<file path="config.mk">
export PLATFORM = sky130hd
export DESIGN_NAME = bus_timer_slave
export DESIGN_NICKNAME = d
export VERILOG_FILES = /design/src/rtl/bus_timer_slave.sv
export SDC_FILE = /design/constraint.sdc
export NUM_CORES = 1
export LEC_CHECK = 0
export BUFFER_PORTS_ARGS = -buffer_cell sky130_fd_sc_hd__clkbuf_2
export CAP_MARGIN = 10
export CORE_ASPECT_RATIO = 2
export CORE_MARGIN = 2
export CORE_UTILIZATION = 49
export CTS_BUF_LIST = sky130_fd_sc_hd__clkbuf_4 sky130_fd_sc_hd__clkbuf_8
export CTS_CLUSTER_SIZE = 24
export DETAILED_ROUTE_END_ITERATION = 16
export PLACE_DENSITY = 0.72
export SLEW_MARGIN = 0
export SYNTH_ARGS = -nofsm -noshare
export SYNTH_HDL_FRONTEND = slang
export SYNTH_SLANG_ARGS = --single-unit
</file>
<file path="constraint.sdc">
create_clock -name clk_i -period 4.7 [get_ports clk_i]
set_input_delay 0.705 -clock clk_i [delete_from_list [all_inputs] [get_ports clk_i]]
set_output_delay 0.705 -clock clk_i [all_outputs]
set_load 0.005 [all_outputs]
</file>
<file path="src/rtl/bus_timer_slave.sv">
// -----------------------------------------------------------------------------
// bus_timer_slave
//
// Programmable interval timer attached to one slave port of the peripheral
// bus switch. A 32-bit down-counter is advanced by a prescaled tick. The timer
// runs either one-shot or auto-reload, latches an expiry flag and drives a
// level interrupt to the CPU.
//
// Register map (adr_i[3:2]):
//   0 CTRL   [0] EN, [1] AUTO_RELOAD, [2] IRQ_EN (other bits read 0)
//   1 LOAD   reload value, R/W; a write also loads COUNT and restarts the prescaler
//   2 COUNT  current count, read-only (writes acked and ignored)
//   3 STATUS [0] EXPIRED, write 1 to clear
//
// Ports:
//   clk_i    system clock, rising edge
//   rst_i    asynchronous reset, active low
//   stb_i    strobe from switch
//   cyc_i    bus cycle valid from switch
//   we_i     1 = write, 0 = read
//   adr_i    byte address; only adr_i[3:2] decoded
//   dat_i    write data
//   sel_i    byte enables; sel_i[k] gates dat_i[8k+7:8k]
//   dat_o    read data (register value before any write), 0 while ack_o=0
//   ack_o    single-cycle transfer acknowledge
//   irq_o    interrupt request, level, active high (EXPIRED & IRQ_EN)
//
// Handshake: a transfer is accepted at a rising edge where stb_i & cyc_i are
// high and ack_o is low. The write (if any) commits on that edge and ack_o
// plus dat_o are presented for exactly the following cycle. Because ack_o
// blocks acceptance, a strobe held high is acknowledged every second cycle.
// -----------------------------------------------------------------------------
module bus_timer_slave #(
   parameter int unsigned PRESCALE   = 50,
   parameter logic [31:0] RESET_LOAD = 32'hFFFF_FFFF
) (
   input  logic        clk_i,
   input  logic        rst_i,
   input  logic        stb_i,
   input  logic        cyc_i,
   input  logic        we_i,
   input  logic [31:0] adr_i,
   input  logic [31:0] dat_i,
   input  logic [3:0]  sel_i,
   output logic [31:0] dat_o,
   output logic        ack_o,
   output logic        irq_o
);

   localparam int unsigned   PW      = (PRESCALE > 1) ? $clog2(PRESCALE) : 1;
   localparam logic [PW-1:0] PRE_MAX = PW'(PRESCALE - 1);

   localparam logic [1:0] A_CTRL   = 2'd0;
   localparam logic [1:0] A_LOAD   = 2'd1;
   localparam logic [1:0] A_COUNT  = 2'd2;
   localparam logic [1:0] A_STATUS = 2'd3;

   // Register state
   logic [2:0]    ctrl_q;       // {IRQ_EN, AUTO_RELOAD, EN}
   logic [31:0]   load_q;
   logic [31:0]   count_q;
   logic          expired_q;
   logic [PW-1:0] pre_cnt_q;
   logic          ack_q;
   logic [31:0]   dat_q;

   // Decode
   logic        accept;
   logic        wr_ctrl;
   logic        wr_load;
   logic        wr_status;
   logic        status_clr;
   logic [31:0] load_new;
   logic [31:0] rd_data;

   // Timer control
   logic en;
   logic auto_reload;
   logic irq_en;
   logic tick;
   logic expire;

   // Only adr_i[3:2] selects a register; the rest of the address is ignored.
   logic unused_adr;
   assign unused_adr = ^{adr_i[31:4], adr_i[1:0]};

   function automatic logic [31:0] merge_bytes(input logic [31:0] old_v,
                                               input logic [31:0] new_v,
                                               input logic [3:0]  sel);
      logic [31:0] r;
      r = old_v;
      for (int k = 0; k < 4; k++) begin
         if (sel[k]) r[8*k +: 8] = new_v[8*k +: 8];
      end
      return r;
   endfunction

   assign en          = ctrl_q[0];
   assign auto_reload = ctrl_q[1];
   assign irq_en      = ctrl_q[2];

   assign accept     = stb_i & cyc_i & ~ack_q;
   assign wr_ctrl    = accept & we_i & (adr_i[3:2] == A_CTRL);
   assign wr_load    = accept & we_i & (adr_i[3:2] == A_LOAD);
   assign wr_status  = accept & we_i & (adr_i[3:2] == A_STATUS);
   assign status_clr = wr_status & sel_i[0] & dat_i[0];
   assign load_new   = merge_bytes(load_q, dat_i, sel_i);

   assign tick   = en & (pre_cnt_q == PRE_MAX);
   assign expire = tick & (count_q == 32'd0);

   // Read mux; dat_o captures this on accept, i.e. the value before the write.
   always_comb begin
      rd_data = 32'd0;
      case (adr_i[3:2])
         A_CTRL:   rd_data = {29'd0, ctrl_q};
         A_LOAD:   rd_data = load_q;
         A_COUNT:  rd_data = count_q;
         A_STATUS: rd_data = {31'd0, expired_q};
         default:  rd_data = 32'd0;
      endcase
   end

   // Bus response
   always_ff @(posedge clk_i or negedge rst_i) begin
      if (!rst_i) begin
         ack_q <= 1'b0;
         dat_q <= 32'd0;
      end else begin
         ack_q <= accept;
         dat_q <= accept ? rd_data : 32'd0;
      end
   end

   // Prescaler: free-runs 0..PRESCALE-1 while enabled, restarts on a LOAD write.
   always_ff @(posedge clk_i or negedge rst_i) begin
      if (!rst_i) begin
         pre_cnt_q <= '0;
      end else if (wr_load || !en || tick) begin
         pre_cnt_q <= '0;
      end else begin
         pre_cnt_q <= pre_cnt_q + PW'(1);
      end
   end

   // CTRL: a bus write overrides the one-shot auto-disable in the same cycle.
   always_ff @(posedge clk_i or negedge rst_i) begin
      if (!rst_i) begin
         ctrl_q <= 3'd0;
      end else if (wr_ctrl) begin
         if (sel_i[0]) ctrl_q <= dat_i[2:0];
      end else if (expire && !auto_reload) begin
         ctrl_q[0] <= 1'b0;
      end
   end

   // LOAD
   always_ff @(posedge clk_i or negedge rst_i) begin
      if (!rst_i) begin
         load_q <= RESET_LOAD;
      end else if (wr_load) begin
         load_q <= load_new;
      end
   end

   // COUNT: a LOAD write wins over the tick; zero never decrements.
   always_ff @(posedge clk_i or negedge rst_i) begin
      if (!rst_i) begin
         count_q <= RESET_LOAD;
      end else if (wr_load) begin
         count_q <= load_new;
      end else if (tick) begin
         if (count_q != 32'd0) begin
            count_q <= count_q - 32'd1;
         end else if (auto_reload) begin
            count_q <= load_q;
         end
      end
   end

   // STATUS: expiry set wins over a simultaneous write-1-to-clear.
   always_ff @(posedge clk_i or negedge rst_i) begin
      if (!rst_i) begin
         expired_q <= 1'b0;
      end else if (expire) begin
         expired_q <= 1'b1;
      end else if (status_clr) begin
         expired_q <= 1'b0;
      end
   end

   assign ack_o = ack_q;
   assign dat_o = dat_q;
   assign irq_o = expired_q & irq_en;

endmodule

</file>
---- Yosys cells after proc, flatten, opt, wreduce, memory -nomap -nowiden ----
Cells that the tools add are included.
storage, ports and cells
  register bits after elaboration ......... 107
  word-level logic and storage cells ...... 58
  output and inout port bits .............. 34
operators by class
  bitwise logic cells ..................... 12
  $add $sub $neg .......................... 2
  equality and inequality tests ........... 5
  reductions and logical operators ........ 15
  muxes and demuxes ....................... 16
operator list
  operator                                              count
  two-way mux 32 bit                                    5
  case mux 32 bit (4 select lines)                      1
  logical NOT 32 bit                                    1
  two-way mux 8 bit                                     4
  nonzero test 32 bit                                   1
  subtractor 32 x 1 -> 32 bit (second input constant)   1
  bitwise AND 1 bit                                     11
  adder 6 x 1 -> 6 bit (second input constant)          1
  equality test 6 bit (second input constant)           1
  two-way mux 6 bit                                     1
  AND reduction 2 bit                                   3
  nonzero test 2 bit                                    3
  two-way mux 1 bit                                     5
  equality test 2 bit (second input constant)           2
  nonzero test 3 bit                                    1
  equality test 2 x 1 -> 1 bit (second input constant)  1
  logical NOT 1 bit                                     2
  logical NOT 2 bit                                     1
  logical OR 1 bit                                      2
  inequality test 2 bit (second input constant)         1
  logical AND 1 bit                                     1
  NOT 1 bit                                             1

---- Logic depth before layout (Yosys ltp) ----
Gate-level depths: netlist (run 1).
  word-level depth ........................ 8
  mapped depth ............................ 10

---- Worst setup path before layout (run 1) ----
Ideal clock, no wire load.
  path kind ............................... input -> register
  start ................................... input port adr_i[2]
  end ..................................... register count_q[25]
  data required time ...................... 4,621 ps
  cell stages on the path ................. 8
  path buffers ............................ 4
  setup time .............................. 79 ps
  arrival time ............................ 2,518 ps
  slack ................................... 2,103 ps
  cell sequence ........................... clkbuf_1 -> nor2b_1 -> and3_1 -> buf_2 -> clkbuf_1 -> clkbuf_1 -> o21ai_0 -> a22o_1
on the way
  cells in the longest elaborated chain, start to end .. 4
  elaborated cells between the ends (all ways) .. 6
ends and longest elaborated chain
  element                                                                           line  source
  start, declared                                                                   42    input logic [31:0] adr_i,
  equality test 2 x 1 -> 1 bit *                                                    104   assign wr_load = accept & we_i & (adr_i[3:2] == A_LOAD);
  bitwise AND 1 bit *                                                               104
  nonzero test 3 bit (no source line) / nonzero test 2 bit (equally long branches)  n/a
  AND reduction 2 bit (no source line)                                              n/a
  end signal, assigned                                                              171   count_q <= load_new;
  end signal, assigned                                                              174   count_q <= count_q - 32'd1;
  end signal, assigned                                                              176   count_q <= load_q;
  end, declared                                                                     61    logic [31:0] count_q;
Every way passes the cells marked *; elsewhere a longest branch is shown, timed or not.
A chain may end at the register's enable or synchronous reset.

---- Worst setup path in the final report (run 1) ----
  start ................................... input port adr_i[2]
  end ..................................... register count_q[2]
The elaborated chain is that of the path after synthesis.

==> results of run 1 <==
metal layers:
metal  GRT usage  part of all wire
met4       0.123             0.041
met2       0.469              0.56
met5           0                 0
met1       0.290              0.36
met3      0.0346             0.047
path summary, 6_finish.rpt:
path,from,to,slack (ns),cells after the start
max,adr_i[2],count_q[2],1.63,7
min,rst_i,dat_o[0],0.48,1
max reg2reg,count_q[17],count_q[13],1.66,6
min reg2reg,load_q[23],load_q[23],0.48,2
max in group asynchronous,rst_i,load_q[3],3.22,2
min in group clk_i,load_q[23],load_q[23],0.48,2
cells by family (layout without fill, tap and decap cells):
logic type	Yosys count	after routing
simple gates	215	215
compound gates	164	164
flops	107	107
xor+xnor	9	9
mux	33	33
fa+ha+maj	4	4
buf+inv	49	118
cell type report:
class                   count  area (um2)  share of cell area
clock buffers              10         138              0.0215
clock inverters             6        88.8              0.0139
inverters                  15        56.3             0.00879
multi-input cells         425        2720               0.425
flip-flops and latches    107        2760               0.431
well taps                 142         178              0.0277
repair buffers             87         465              0.0727
where the power goes:
part | switching, mW | internal (mW) | total, mW
clock | 0.320 | 0.314 | 0.634
combinational | 0.189 | 0.155 | 0.344
sequential | 0.109 | 1.08 | 1.19
total | 0.617 | 1.55 | 2.17
layout by cell type, fill, tap and decap left out, types with 4 or more instances in the layout:
cell	count
o211ai_1	6
a32oi_1	4
dfstp_2	64
or3_1	6
nor2_1	71
a31oi_1	15
nand2_1	46
a221oi_1	4
nor3_1	18
ha_1	4
buf_4	12
nand4_1	8
nor3b_1	7
nand3_1	14
a21oi_1	25
inv_1	15
mux2_2	26
nor4_1	9
a22oi_1	34
clkbuf_2	75
and2_1	4
o221ai_1	4
clkbuf_8	10
and3_1	5
o21ai_0	42
mux2i_1	6
xor2_1	6
dfrtp_1	43
state kept, by name, summed over array words and instances, names as in the netlist:
signal	count
count_q	32
pre_cnt_q	6
load_q	32
dat_o	32
expired_q	1
ctrl_q	3
ack_o	1
per-stage QoR:
stage                     hold slack, ns  cell area [um2]  instances
after floorplan                    0.409             5680        581
after global placement             0.454             6180        776
after CTS                          0.481             6400        792
after global routing               0.489             6400        792
after detailed placement           0.466             6180        776
final                              0.476             6400        792
worst register-to-register path: stages (launching register included):
cell and delay (ns):
dfstp_2 0.41, nor4_1 0.68, nand3_1 0.42, nor3_4 0.76, nand2_1 0.26, a21oi_1 0.29
o22ai_1 0.14
==> metrics.md, run 1 <==
| Metric | Value |
|---|---|
| Outcome | finished, final reports clean |
| Core area | 11300 um2 |
| Antenna cells | 0 |
| Setup violations, final | 0 |
| Setup_tns | 0 ns |
| CP Cell Sequence | clkbuf_2 > nor2b_2 > buf_4 > nand3_2 > o21ai_0 > a22oi_1 > a32oi_1 |
| Fill cells | 1039 |
| Synth warnings | 0 |
| Final hold violations | 0 |
| Post-synthesis net count | 658 |
| Yosys reg bits | 107 |
| Post-Syn Area | 5680 um2 |
| Adder-cell share of the synthesized area | 0.00880 |
| Die Span X | 80.2 um |
| Synth top cells by count | nor2_1, dfstp_2, nand2_1, dfrtp_1, o21ai_0 |
| Pre-CTS WS | 1.28 ns |
| Cts repair resizes | 0 |
| Overflow after GRT | 0 |
| TritonCTS Sinks | 107 |
| Most numerous cell in the Yosys netlist | nor2_1 |
| Cell variety after synth | 69 |
| Vias in the first global route | 5067 |
| Worst hold path type | input pin to asynchronous set/reset pin |
| Cell accounting for the most synthesized area | dfstp_2 |
| 1st-pass router iterations | 5 |
| Post-synthesis mux area share | 0.0660 |
| First-pass GRT wire length | 25300 um |
| Initial Util | 0.504 |
| Pwr dens | 339 nW/um2 |
| Via count | 4985 |
| Share of the synthesized area in the top cell type | 0.296 |
| P_leak | 2.68 nW |
| Critical-path top delay cell | o21ai_0 |
| Critical Path AT | 3.37 ns |
| PnR Total Power | 2.17 mW |
| Simple-gate share of the synthesized area | 0.195 |
| Final-report max-slew violation count | 0 |
| VDD IR max | 0.162 mV |
| RSZ-0062 raised after global routing | no |
| Layout cells sized above 1 | 0.329 |
| Initial drt markers | 451 |
| Detailed placement HPWL | 10800 um |
| Critical Path Max Stage Delay | 0.89 ns |
| Hold_buf cts | 0 |
| Total CTS buffers | 9 |
| Drt via density | 6.29 |
| RePlAce Congestion | 0.914 |
| Final min period | 3.07 ns |
| Dominant synthesized flop cell | dfstp_2 |
| H-tree levels | 3 |
| Largest net degree at the start of global routing | 81 |
| CP Data Required Time | 5.00 ns |
| Slew headroom | 0.338 |
| PnR worst setup slack | 1.63 ns |
| Max Cap Violations | 0 |
| Part of the Yosys area used for sequential elements | 0.485 |
| Element type at the critical path end | register |
| Synth top area cells | dfstp_2, dfrtp_1, mux2_2 |
| Syn Area/Cell | 9.78 um2 |
| DR DRC count | 0 |
| Nets | 722 |
| Avg WL per Cell | 19.4 um |
| Post-Synthesis Cells | 581 |
| Tot GR Track Use | 0.258 |
| Final worst-path cycle share | 0.653 |
| Die area | 12500 um2 |
| Antenna violations before repair | 0 |
| Top Family by Delay on Critical Path | compound AO/OA/AOI/OAI gates |
| Compound-Gate Fraction of Synth Area | 0.193 |
| Area Overhead vs Synth | 12.7% |
| Post-CTS setup buffers | 0 |
| Worst-path maximum fanout | 31 |
| Clock latency on the worst-skew pair | 0.38 ns |
| Finished Core Util | 0.567 |
| Skew final | 0.0145 ns |
| Remaining antenna violation count | 0 |
| Startpoint types | input pin |
| Clock transition at the registers of the reported paths | 0.10 ns |
| Combined buffer and inverter count along the critical path | 2 |
| Clock root buffer | clkbuf_8 |
| Post-synthesis xor/xnor area fraction | 0.0139 |
| CTS tree | built |
| Port Buffers | 76 |
| Row cnt | 55 |
| FFs w/ async S/R, synth | 1.00 |
| Crit Path Category | input pin to register |
| Fmax | 0.326 GHz |
| IO Pins | 107 |
| Main combinational cell family by area after synthesis | simple AND/OR/NAND/NOR gates |
| Post-synth EDFFs | 0 |
| Worst Tran Pin Value | 0.992 ns |
| Die height | 156 um |
| Post-Route WL | 15400 um |
| Clock Path Buffers | 2 |
Power figures use the tool's default switching activity.
==> run 2, diff against run 1 <==
clock period = 2.93 ns   (was 4.7 ns; I/O delays follow)
==> metrics.md, run 2 (synthesis gave the netlist of run 1 again) <==
| Metric | Value |
|---|---|
| Remaining antenna violation count | 0 (unchanged) |
| Final worst-path cycle share | 0.896 |
| Sequential share of power | 0.544 (was 0.550) |
| Final min period | 2.63 ns |
| Setup violations, final | 0 (unchanged) |
| Antenna violations before repair | 0 (unchanged) |
| Initial drt markers | 317 (was 451) |
| Element type at the critical path end | register (unchanged) |
| Pwr dens | 539 nW/um2 (was 339 nW/um2) |
| Most frequent cells in the layout | clkbuf_2, nor2_1, dfstp_2 (unchanged) |
| Post-Route WL | 15500 um (was 15400 um) |
| Worst Tran Pin Value | 0.796 ns (was 0.992 ns) |
| P_leak | 2.76 nW (was 2.68 nW) |
| Commonest non-fill, non-tap cell in the layout | clkbuf_2 (unchanged) |
| Die area | 12500 um2 (unchanged) |
| NetSw | 970 uW (was 617 uW) |
| Port Buffers | 76 (unchanged) |
| PnR worst setup slack | 0.305 ns (was 1.63 ns) |
| Die height | 156 um (unchanged) |
| Layout cells sized above 1 | 0.343 (was 0.329) |
| Row cnt | 55 (unchanged) |
| Overflow after GRT | 0 (unchanged) |
| Post-CTS setup buffers | 0 (unchanged) |
| VDD IR max | 0.287 mV (was 0.162 mV) |
| Setup_tns | 0 ns (unchanged) |
| Internal Pwr Total | 2.55 mW (was 1.55 mW) |
| Detailed placement HPWL | 11200 um (was 10800 um) |
| RePlAce Congestion | 0.906 (was 0.914) |
| Vias in the first global route | 5127 (was 5067) |
| IO Pins | 107 (unchanged) |
| First-pass GRT wire length | 25500 um (was 25300 um) |
| Pre-CTS WS | 0.352 ns (was 1.28 ns) |
| Clock root buffer | clkbuf_8 (unchanged) |
| Net Sw Frac | 0.276 (was 0.284) |
| Clock latency on the worst-skew pair | 0.39 ns (was 0.38 ns) |
| Critical-path top delay cell | dfstp_2 (was o21ai_0) |
| FF-to-FF Start | count_q[0] (was count_q[17]) |
| Top Family by Delay on Critical Path | compound AO/OA/AOI/OAI gates (unchanged) |
| Crit Path Category | register to register (was input pin to register) |
| Skew final | 0.0118 ns (was 0.0145 ns) |
| Drt via density | 6.20 (was 6.29) |
| Outcome | finished, final reports clean (unchanged) |
| Finished Core Util | 0.578 (was 0.567) |
| Core area | 11300 um2 (unchanged) |
| Avg WL per Cell | 19.2 um (was 19.4 um) |
| Via count | 4999 (was 4985) |
| Cts repair resizes | 0 (unchanged) |
| CP Cell Sequence | inv_1 > ha_1 > nor2b_1 > and3_1 > nand3_2 > o31a_1 > buf_4 > o221ai_1 > o32ai_1 (was clkbuf_2 > nor2b_2 > buf_4 > nand3_2 > o21ai_0 > a22oi_1 > a32oi_1) |
| Total CTS buffers | 9 (unchanged) |
| 1st-pass router iterations | 6 (was 5) |
| Tot GR Track Use | 0.261 (was 0.258) |
| Combinational Power Share | 0.163 (was 0.158) |
| RSZ-0062 raised after global routing | no (unchanged) |
| Clock transition at the registers of the reported paths | 0.09 ns (was 0.10 ns) |
| Worst-path maximum fanout | 28 (was 31) |
| Clk pwr share | 0.293 (was 0.292) |
| H-tree levels | 3 (unchanged) |
| Combined buffer and inverter count along the critical path | 2 (unchanged) |
| Antenna cells | 0 (unchanged) |
| CP Data Required Time | 3.21 ns (was 5.00 ns) |
| Startpoint types | register (was input pin) |
| Nets | 736 (was 722) |
| Fmax | 0.381 GHz |
| Area Overhead vs Synth | 14.7% (was 12.7%) |
| Crit path launch | count_q[0] (was adr_i[2]) |
| Final hold violations | 0 (unchanged) |
| Max Cap Violations | 0 (unchanged) |
| Worst hold path type | input pin to asynchronous set/reset pin (unchanged) |
| PnR Total Power | 3.52 mW (was 2.17 mW) |
| Initial Util | 0.504 (unchanged) |
| DR DRC count | 0 (unchanged) |
| Slew headroom | 0.464 (was 0.338) |
| Clock Path Buffers | 2 (unchanged) |
| Die Span X | 80.2 um (unchanged) |
| TritonCTS Sinks | 107 (unchanged) |
| Hold_buf cts | 0 (unchanged) |
| Critical Path AT | 2.90 ns (was 3.37 ns) |
| Critical Path Max Stage Delay | 0.59 ns (was 0.89 ns) |
| Largest net degree at the start of global routing | 57 (was 81) |
| Final-report max-slew violation count | 0 (unchanged) |
| CTS tree | built (unchanged) |
run 2: changes by cell type in the layout (fill, tap and decap cells not counted):
cell        before  now
buf_4           12   25
buf_12           0    1
clkinv_2         1    0
clkinvlp_4       2    0
clkinv_4         1    0
clkbuf_4         0    4
run 2: final cells by class:
type | instances | area (um2)
Inverter | 15 | 56.3
Sequential cell | 107 | 2760
Clock buffer | 14 | 168
Tap cell | 142 | 178
Timing Repair Buffer | 101 | 583
Multi-Input combinational cell | 425 | 2720
Clock inverter | 2 | 60.1
Fill cell | 1008 | 4760
run 2: final timing paths:
kind                            slack, ns          end  cells past startpoint
worst max-delay path                 0.30  count_q[12]                      9
worst min-delay path                 0.08    dat_o[28]                      1
worst max register to register       0.30  count_q[12]                      9
worst min register to register       0.47   load_q[23]                      2
max in group asynchronous            2.04   count_q[8]                      2
min in group clk_i                   0.27    load_q[5]                      3
run 2: stage by stage:
step | hold slack [ns] | instance area, um2 | cells
after floorplan | 0.144 | 5680 | 581
after global placement | 0.459 | 6290 | 790
after detailed placement | 0.463 | 6290 | 790
after CTS | 0.108 | 6520 | 806
after global routing | 0.139 | 6520 | 806
final | 0.0829 | 6520 | 806
run 2: worst register-to-register path: stages, from the launching register on:
cell and delay (ns):
dfstp_2 0.59, inv_1 0.08, ha_1 0.20, nor2b_1 0.15, and3_1 0.22, nand3_2 0.15, o31a_1 0.39, buf_4 0.38
o221ai_1 0.20, o32ai_1 0.18
run 2: power groups by stage:
stage                     Clock, mW  Combinational (mW)  Sequential [mW]
final                          1.03               0.573             1.91
after detailed placement          0               0.571             1.93
after floorplan                   0               0.387             1.87
after CTS                      1.05               0.574             1.91
after global placement            0               0.551             1.92
after global routing           1.09               0.641             1.94
run 2: per-layer routing:
layer | global-route usage | part of all wire | vias up
met5 | 0 | 0 | -
met2 | 0.478 | 0.57 | 171
li1 | - | - | 2308
met3 | 0.0294 | 0.039 | 36
met1 | 0.294 | 0.36 | 2484
met4 | 0.121 | 0.028 | 0
==> run 3, diff against run 2 <==
CORE_MARGIN = 1.5   (was 2)
==> metrics.md, run 3 (synthesis gave the netlist of run 1 again) <==
| Metric | Value |
|---|---|
| Outcome | finished, final reports clean (unchanged) |
| Largest net degree at the start of global routing | 60 (was 57) |
| Vias in the first global route | 5220 (was 5127) |
| Hold_buf cts | 0 (unchanged) |
| Antenna violations before repair | 0 (unchanged) |
| Clock latency on the worst-skew pair | 0.39 ns (about the same) |
| Setup_tns | 0 ns (unchanged) |
| Top sig layer | met4 (unchanged) |
| Reg2Reg Depth | 7 (was 9) |
| Clock Path Buffers | 2 (unchanged) |
| Worst-path maximum fanout | 20 (was 28) |
| CP Data Required Time | 3.24 ns (was 3.21 ns) |
| Port Buffers | 76 (unchanged) |
| Critical Path AT | 2.75 ns (was 2.90 ns) |
| CTS tree | built (unchanged) |
| Slew headroom | 0.468 (was 0.464) |
| Element type at the critical path end | register (unchanged) |
| Detailed placement HPWL | 11000 um (was 11200 um) |
| Layout cells sized above 1 | 0.346 (was 0.343) |
| IO Pins | 107 (unchanged) |
| Avg WL per Cell | 19.3 um (was 19.2 um) |
| Row cnt | 55 (unchanged) |
| Max Cap Violations | 0 (unchanged) |
| RSZ-0062 raised after global routing | no (unchanged) |
| Reg2Reg Setup Slack | 0.49 ns (was 0.30 ns) |
| Fmax | 0.410 GHz (was 0.381 GHz) |
| Drt via density | 6.27 (was 6.20) |
| Die height | 155 um (was 156 um) |
| Wire length on met1 | 5780 um (was 5640 um) |
| Worst hold path type | input pin to asynchronous set/reset pin (unchanged) |
| 1st-pass router iterations | 5 (was 6) |
| Reg2reg end | count_q[31] (was count_q[12]) |
| Area Overhead vs Synth | 14.4% (was 14.7%) |
| Skew final | 0.0213 ns (was 0.0118 ns) |
| Core area | 11300 um2 (unchanged) |
| FF-to-FF Start | count_q[5] (was count_q[0]) |
| Final hold violations | 0 (unchanged) |
| Nets | 739 (was 736) |
| Commonest non-fill, non-tap cell in the layout | clkbuf_2 (unchanged) |
| Remaining antenna violation count | 0 (unchanged) |
| Pwr dens | 516 nW/um2 (was 539 nW/um2) |
| Clock transition at the registers of the reported paths | 0.10 ns (was 0.09 ns) |
| Die Span X | 79.2 um (was 80.2 um) |
| Crit Path Category | register to register (unchanged) |
| VDD IR max | 0.332 mV (was 0.287 mV) |
| RePlAce Congestion | 0.935 (was 0.906) |
| Final min period | 2.44 ns (was 2.63 ns) |
| PnR Total Power | 3.35 mW (was 3.52 mW) |
| PnR worst setup slack | 0.489 ns (was 0.305 ns) |
| Clock root buffer | clkbuf_8 (unchanged) |
| Post-CTS setup buffers | 0 (unchanged) |
| Startpoint types | register (unchanged) |
| WL met2 | 8510 um (was 8810 um) |
| DR DRC count | 0 (unchanged) |
| Cts repair resizes | 0 (unchanged) |
| Setup violations, final | 0 (unchanged) |
| Die area | 12300 um2 (was 12500 um2) |
| First-pass GRT wire length | 25700 um (was 25500 um) |
| Metal3 WL | 707 um (was 605 um) |
| Tot GR Track Use | 0.268 (was 0.261) |
| Initial drt markers | 321 (was 317) |
| Overflow after GRT | 0 (unchanged) |
| Via count | 5076 (was 4999) |
| Total CTS buffers | 9 (unchanged) |
| TritonCTS Sinks | 107 (unchanged) |
| Worst Tran Pin Value | 0.789 ns (was 0.796 ns) |
| Final worst-path cycle share | 0.833 (was 0.896) |
| Post-Route WL | 15700 um (was 15500 um) |
| H-tree levels | 3 (unchanged) |
| P_leak | 2.75 nW (was 2.76 nW) |
| Final-report max-slew violation count | 0 (unchanged) |
| Crit path launch | count_q[5] (was count_q[0]) |
| Pre-CTS WS | 0.382 ns (was 0.352 ns) |
| Initial Util | 0.504 (unchanged) |
| Most frequent cells in the layout | clkbuf_2, nor2_1, dfstp_2 (unchanged) |
| Antenna cells | 0 (unchanged) |
run 3: cell types whose count changed in the layout (fill, tap and decap cells not counted):
| cell | before | now |
|---|---|---|
| buf_4 | 25 | 28 |
| clkbuf_4 | 4 | 1 |
| bufinv_16 | 2 | 0 |
| clkinv_2 | 0 | 2 |
| clkbuf_8 | 10 | 11 |
| clkinv_4 | 0 | 1 |
| clkinvlp_4 | 0 | 1 |
run 3: per-stage QoR:
| stage | cells | hold WS (ns) | util | instance area [um2] |
|---|---|---|---|---|
| after global placement | 793 | 0.456 | 0.560 | 6320 |
| after floorplan | 581 | 0.144 | - | 5680 |
| final | 809 | 0.111 | 0.576 | 6500 |
| after detailed placement | 793 | 0.460 | 0.560 | 6320 |
| after CTS | 809 | 0.132 | 0.576 | 6500 |
| after global routing | 809 | 0.162 | 0.576 | 6500 |
run 3: metal layers:
layer,track usage,vias up
li1,-,2324
met1,0.299,2517
met2,0.483,180
met3,0.0387,55
met4,0.140,0
met5,0,-
run 3: cell type report:
type / count / area (um2)
clock buffer: 12 / 159
clock inverter: 4 / 26.3
fill: 1027 / 4780
inverter: 15 / 56.3
multi-input combinational: 425 / 2720
sequential: 107 / 2760
tap: 142 / 178
timing repair buffer: 104 / 606
run 3: worst max path at each step:
| stage | to | depth (start not counted) |
|---|---|---|
| 6_report | count_q[31] | 7 |
| 3_3_place_gp | count_q[2] | 6 |
| 3_5_place_dp | count_q[2] | 6 |
| 4_1_cts | count_q[31] | 7 |
| 2_1_floorplan | count_q[25] | 8 |
| 5_1_grt | count_q[5] | 6 |
run 3: critical path: stages (launching register included):
cell and delay (ns):
dfstp_2 0.41, nor3_1 0.50, and4_1 0.35, nand3_2 0.25, o31a_1 0.34, buf_4 0.22, o31a_2 0.14, o32a_1 0.18
run 3: report_power, final:
group,switching [mW],internal [mW]
clock network,0.502,0.364
registers,0.177,1.74
logic,0.308,0.263
total,0.987,2.37
